<file path="src/rtl/mem_arbiter_rr.sv">
// Round-robin arbiter granting one requester at a time access to a shared memory line port.
// Three-state FSM (IDLE/GRANT/TURN) with bounded hold time and a one-cycle bus turnaround.
module mem_arbiter_rr #(
  parameter int unsigned NUM_REQ  = 4,
  parameter int unsigned LINE_W   = 66,
  parameter int unsigned MAX_HOLD = 16
) (
  input  logic                          clk,
  input  logic                          reset,
  input  logic [NUM_REQ-1:0]            req,
  input  logic [NUM_REQ-1:0]            we_req,
  input  logic [NUM_REQ*LINE_W-1:0]     wline_in,
  input  logic [LINE_W-1:0]             read_line,
  output logic [LINE_W-1:0]             rline_out,
  output logic [LINE_W-1:0]             write_line,
  output logic                          we,
  output logic [NUM_REQ-1:0]            gnt,
  output logic [$clog2(NUM_REQ)-1:0]    owner_id,
  output logic                          busy
);

  localparam int unsigned IDW      = $clog2(NUM_REQ);
  localparam logic [7:0]  HOLD_MAX = 8'(MAX_HOLD - 1);

  typedef enum logic [1:0] {
    IDLE  = 2'd0,
    GRANT = 2'd1,
    TURN  = 2'd2
  } state_e;

  state_e               state_q, state_d;
  logic [NUM_REQ-1:0]   gnt_q, gnt_d;
  logic [IDW-1:0]       owner_q, owner_d;
  logic [IDW-1:0]       last_q, last_d;
  logic [7:0]           hold_q, hold_d;
  logic [IDW-1:0]       winner;
  logic [IDW-1:0]       cand;
  logic                 win_vld;
  logic                 others;

  // Search starts just after the previous owner so the previous owner is considered last.
  always_comb begin
    winner  = '0;
    cand    = '0;
    win_vld = 1'b0;
    for (int unsigned k = 1; k <= NUM_REQ; k++) begin
      cand = IDW'((32'(last_q) + k) % NUM_REQ);
      if (!win_vld && req[cand]) begin
        win_vld = 1'b1;
        winner  = cand;
      end
    end
  end

  assign others = |(req & ~gnt_q);

  always_ff @(posedge clk or posedge reset) begin
    if (reset) begin
      state_q <= IDLE;
      gnt_q   <= '0;
      owner_q <= '0;
      last_q  <= IDW'(NUM_REQ - 1);
      hold_q  <= '0;
    end else begin
      state_q <= state_d;
      gnt_q   <= gnt_d;
      owner_q <= owner_d;
      last_q  <= last_d;
      hold_q  <= hold_d;
    end
  end

  always_comb begin
    state_d = state_q;
    gnt_d   = gnt_q;
    owner_d = owner_q;
    last_d  = last_q;
    hold_d  = hold_q;
    case (state_q)
      IDLE, TURN: begin
        gnt_d   = '0;
        state_d = IDLE;
        if (win_vld) begin
          state_d = GRANT;
          gnt_d   = {{(NUM_REQ-1){1'b0}}, 1'b1} << winner;
          owner_d = winner;
          last_d  = winner;
          hold_d  = '0;
        end
      end
      GRANT: begin
        if (!req[owner_q]) begin
          gnt_d   = '0;
          state_d = others ? TURN : IDLE;
        end else if (others && hold_q == HOLD_MAX) begin
          gnt_d   = '0;
          state_d = TURN;
        end else if (hold_q != HOLD_MAX) begin
          hold_d = hold_q + 8'd1;
        end
      end
      default: begin
        state_d = IDLE;
        gnt_d   = '0;
        hold_d  = '0;
      end
    endcase
  end

  always_comb begin
    gnt        = gnt_q;
    busy       = |gnt_q;
    owner_id   = owner_q;
    we         = busy & we_req[owner_q];
    write_line = we ? wline_in[32'(owner_q)*LINE_W +: LINE_W] : '0;
    rline_out  = busy ? read_line : '0;
  end

endmodule
</file>
<file path="config.mk">
export PLATFORM = sky130hd
export DESIGN_NAME = mem_arbiter_rr
export DESIGN_NICKNAME = d
export VERILOG_FILES = /design/src/rtl/mem_arbiter_rr.sv
export SDC_FILE = /design/constraint.sdc
export NUM_CORES = 1
export LEC_CHECK = 0
export CAP_MARGIN = 15
export CORE_AREA = 2 2 187 189
export CTS_CLUSTER_SIZE = 16
export DETAILED_ROUTE_END_ITERATION = 16
export DIE_AREA = 0 0 189 191
export HOLD_SLACK_MARGIN = 0.12
export PLACE_DENSITY = 0.47
export SKIP_LAST_GASP = 1
export SYNTH_ARGS = -nofsm -noshare
export SYNTH_HDL_FRONTEND = slang
export SYNTH_SLANG_ARGS = --single-unit
</file>
<file path="constraint.sdc">
create_clock -name clk -period 3.7 [get_ports clk]
set_input_delay 0.74 -clock clk [delete_from_list [all_inputs] [get_ports clk]]
set_output_delay 0.74 -clock clk [all_outputs]
set_load 0.02 [all_outputs]
</file>
=== After elaboration in Yosys (flattened, before gate mapping) ===
Index checks and enable logic that the tools add are counted.

* Flip-flop bits (word level): 18
* Input port bits: 340
* Latch bits: 0
* Output and inout port bits: 140
* Memory bits (writable): 0
* Word-level logic and storage cells: 79
* Memory bits (read-only): 0
* Memories: 0

* Multiply operators: 1
* Shift operators: 2
* Add/sub/neg operators: 5
* Divide/modulo/power cells: 0
* Muxes and demuxes: 36
* Bitwise logic cells: 3
* Reduce and logical (&&, ||, !) cells: 13
* Equality and inequality tests: 9
* $lt $le $gt $ge: 5

{| class="wikitable"
|+ Operators with widths
! kind !! number
|-
| variable part select 264 x 10 -> 66 bit || 1
|-
| two-way mux 66 bit || 2
|-
| two-way mux 8 bit || 4
|-
| one-hot mux 8 bit (2 select lines) || 1
|-
| less-than comparator 2 x 3 -> 1 bit, second input constant || 5
|-
| two-way mux 2 bit || 7
|-
| binary-select mux 1 bit (select 2 bit) || 6
|-
| two-way mux 4 bit || 3
|-
| two-way mux 1 bit || 11
|-
| adder 8 x 1 -> 8 bit, second input constant || 1
|-
| equality test 8 x 4 -> 1 bit, second input constant || 1
|-
| multiplier 2 x 6 -> 8 bit, second input constant || 1
|-
| inequality test 2 bit, second input constant || 4
|-
| inequality test 8 x 4 -> 1 bit, second input constant || 1
|-
| one-hot mux 4 bit (2 select lines) || 1
|-
| OR reduction 4 bit || 2
|-
| adder 2 x 1 -> 2 bit, second input constant || 2
|-
| adder 2 bit, second input constant || 2
|-
| bitwise AND 4 bit || 1
|-
| logical AND 1 bit || 4
|-
| inverter 4 bit || 1
|-
| one-hot mux 2 bit (2 select lines) || 1
|-
| AND reduction 4 bit || 1
|-
| left shift 1 x 2 -> 4 bit, first input constant || 1
|-
| 8 further kinds || 10
|}

=== Longest topological paths before layout ===
* Depth in word-level cells: 16
* Mapped depth: 6
* Depth with buffers taken out: 5

=== Least setup slack after synthesis ===
No wires, ideal clock.

* Kind: register to output
* Start point: register owner_q[0], in the netlist owner_id[0]
* End point: output port write_line[36]
* Arrival time: 1,836 ps
* Stages on the path, launching flop included: 6
* Setup slack: 1,124 ps
* Buffers on the path: 3
* Required time: 2,960 ps
* Cells stage by stage: dfrtp_1 buf_2 buf_4 buf_4 mux4_2 and3_1

* Word-level cells in the longest chain between the ends: 4
* Elaborated cells on any way between the ends: 6
* Those cells by class: mul: 1; shift: 1; mux: 3; bitwise: 1

{| class="wikitable"
|+ Ends and longest elaborated chain
! item !! RTL line !! RTL
|-
| from (decl) || 33 || <nowiki>logic [IDW-1:0] owner_q, owner_d;</nowiki>
|-
| from (signal assigned) || 67 || <nowiki>owner_q <= owner_d;</nowiki>
|-
| branches (longest 3 deep; another with multiplier 2 x 6 -> 8 bit) || - ||
|-
| two-way mux 66 bit (*) || 115 || <nowiki>write_line = we ? wline_in[32'(owner_q)*LINE_W +: LINE_W] : '0;</nowiki>
|-
| to (decl) || 15 || <nowiki>output logic [LINE_W-1:0] write_line,</nowiki>
|}

Mark *: on every way between the ends. The select of a mux whose other input is x is not followed.

=== Worst setup path in the final report ===
* Start point: input port we_req[0]
* End point: output port write_line[58]

* Word-level cells in the longest chain between the ends: 4

{| class="wikitable"
|+ Ends and longest elaborated chain
! item !! RTL line !! RTL
|-
| from (decl) || 11 || <nowiki>input logic [NUM_REQ-1:0] we_req,</nowiki>
|-
| binary-select mux 1 bit (select 2 bit) || 114 || <nowiki>we = busy & we_req[owner_q];</nowiki>
|-
| two-way mux 1 bit (not written as such) || 114 ||
|-
| bitwise AND 1 bit || 114 ||
|-
| two-way mux 66 bit || 115 ||
|}

No other way between the ends. The select of a mux whose other input is x is not followed.

==> impl_metrics.yaml <==
synth:
  netlist_area_sq_mm: 0.00365
  synth-edff-count: 0
  synth_seq_area_share_pct: 12.4
  synth-async-reset-ratio_pct: 100
  synth_area_leaders: "mux4_2 42%, and3_1 11%, and2_1 11%"
  yosysTopAreaCellShare_pct: 42.0
  ys_warn_count: 0
  ys.flop_type: "dfrtp_1"
  synth_area_per_cell_sq_um: 10.4
  yosys.area.top_type: "mux4_2"
  syn_nets: 691
  syn_inst: 350
  ys_ff_latch: 18
  ys_types: 47
floorplanning:
  die_area_sq_mm: 0.0361
  fp.dieW_um: 189
  rows: 68
  die_h_um: 191
  coreArea_sq_mm: 0.0341
  start_util_pct: 10.7
  io_pins: 480
drt:
  firstDrtPassIters: 4
  avgRoutedWirePerCell_um: 21.2
  initialDrtViolationCount: 221
  via_count: 4837
  ant_nets: 0
  wirelength_um: 26700
  vias_per_cell: 3.84
  drc_errors: 0
placed_design:
  dp_hpwl_um: 22200
  place_congestion: 0.822
  place_area_sq_mm: 0.00898
  dp.cells: 1254
  io_buffer_count: 479
setup_path:
  arrival_ns: 2.73
  critPathCaptureType: "output pin"
  crit_path_start: "we_req[0]"
  critPathMaxFanout: 67
  r2r_start: "owner_id[0]$_DFFE_PP0P_"
  path_class: "in -> out"
  critPathLaunchType: "primary input"
  required_ns: 2.96
grt:
  met1_usage_pct: 16.9
  grt_usage_pct: 13.5
  grt_pass1_wl_um: 36000
  grt_max_degree: 135
  antenna_found_initial: 5
  global_route.usage.met2_pct: 24.2
  busiest_layer: "met2"
  grt_overflow_total: 0
  grt_pass1_vias: 4837
  met3_usage_pct: 2.88
timing:
  tns_ns: 0
  fin_crit_sh_pct: 93.9
  fin_crit_ns: 3.47
  finalMaxSlewViolations: 0
  clock_skew_ns: 0.000855
  tightest_slew_ns: 0.704
  final_hold_viol_count: 0
  fmax_mhz: 288
  max_slew_margin_pct: 51.9
  rsz0062_at_grt: "false"
  finalSetupViolCount: 0
cts:
  cts_buffers: 3
  clock-root-buffer: "clkbuf_16"
  cts_tree: "done"
  cts_resized: 0
  cts.path.max_buffers: 2
  cts.sinks: 18
  cts-hold-fix-buffers: 0
  cts_setup_buffers: 0
  worst_skew_pair.late_latency_ns: 0.25
  cts_htree_levels: 1
  cts.reportedPaths.clkPinSlew_ns: 0.05
min_path:
  hold_path_class: "reg -> reg"
  min-delay-start: "hold_q[0]$_DFFE_PP0P_"
layout:
  area_growth_pct: 149
  drive_gt1_share_pct: 13.3
  layout.cells.non_filler: 1259
  nets: 1145
  num-fill-cells: 3568
  design_area_sq_mm: 0.00907
power_and_ir_drop:
  leakagePower_nw: 3.41
  power.density_mw_per_mm2: 748
  ir_worst_vdd_mv: 1.48
status:
  status: "finished, final reports clean"
flow_run:
  max-cap-violations: 0
[where the power goes]
group          switching, mW  leakage (nW)  total [mW]  internal (mW)
sequential             0.199         0.231       0.469          0.271
combinational           3.01          3.14        6.07           3.07
clock                 0.0755        0.0442       0.240          0.165
total                   3.28          3.41        6.78           3.50
[metal layers]
layer	wire (um)	vias to the layer above	part of all wire, %
met2	13800	201	52
met4	244	8	0.92
met5	51	-	0.19
met1	10800	2348	41
li1	-	2266	-
met3	1690	14	6.3
[cells by family (layout without fill, tap and decap cells)]
group,after synthesis,after routing,synth area share (%)
compound gates,23,23,5.08
mux,77,77,44.7
fa+ha+maj,1,1,0.343
buf+inv,48,501,6.21
flops,18,18,12.4
simple gates,183,183,31.3
other cells,0,1,0
[final cells by class]
class / instances / area [sq um] / area share [%]
diodes: 1 / 2.50 / 0.0276
multi-input cells: 284 / 2970 / 32.8
clock buffers: 4 / 88.8 / 0.980
well taps: 455 / 569 / 6.28
inverters: 6 / 22.5 / 0.248
flip-flops and latches: 18 / 460 / 5.08
repair buffers: 491 / 4950 / 54.6
[synthesized netlist by cell type (all sizes together) (2+ instances only)]
library cell / number
mux2i: 6
a21oi: 3
nor2b: 7
nand3: 2
mux2: 3
dfstp: 2
nand2: 11
o21ai: 4
and3: 67
nor4: 5
o2111ai: 2
mux4: 68
dfrtp: 16
o21a: 2
clkbuf: 26
and2: 66
inv: 6
nand3b: 2
nor2: 7
or4: 3
nand2b: 7
o2bb2ai: 2
buf: 16
[path summary, 6_finish.rpt]
kind | slack, ns | cells after the start | endpoint
setup / recovery | 0.23 | 5 | write_line[58]
hold reg to reg | 0.52 | 1 | hold_q[0]$_DFFE_PP0P_
max in group asynchronous | 2.25 | 2 | owner_id[1]$_DFFE_PP0P_
setup reg to reg | 1.44 | 5 | hold_q[1]$_DFFE_PP0P_
hold / removal | 0.52 | 1 | hold_q[0]$_DFFE_PP0P_
min in group asynchronous | 0.91 | 2 | gnt[3]$_DFFE_PP0P_
[sequential cells by signal (all words and copies together) (netlist names)]
register  cells
gnt           4
hold_q        8
last_q        2
owner_id      2
state_q       2
[worst max-delay path, stage by stage]
cell	delay, ns
clkdlybuf4s50_1	0.43
mux4_2	0.51
buf_12	0.23
and3_1	0.20
clkdlybuf4s50_1	0.59
[placed cells by master (no fill, tap or decap), types with 6 or more instances in the layout]
master,n
and2_1,66
and3_1,67
buf_12,7
buf_4,13
clkdlybuf4s50_1,471
dfrtp_1,14
inv_1,6
mux2i_1,6
mux4_2,68
nand2_1,11
nand2b_1,7
nor2_1,6
nor2b_1,6
[metrics by stage]
stage / total power, mW / worst slack [ns] / hold WS [ns] / util, %
after floorplan: 3.72 / 1.12 / 0.491 / -
after global placement: 6.64 / 0.239 / 0.510 / 26.3
after detailed placement: 6.61 / 0.254 / 0.511 / 26.3
after CTS: 6.90 / 0.235 / 0.523 / 26.6
after global routing: 7.16 / 0.179 / 0.540 / 26.6
final: 6.78 / 0.226 / 0.517 / 26.6
(Power assumes the default switching activity.)
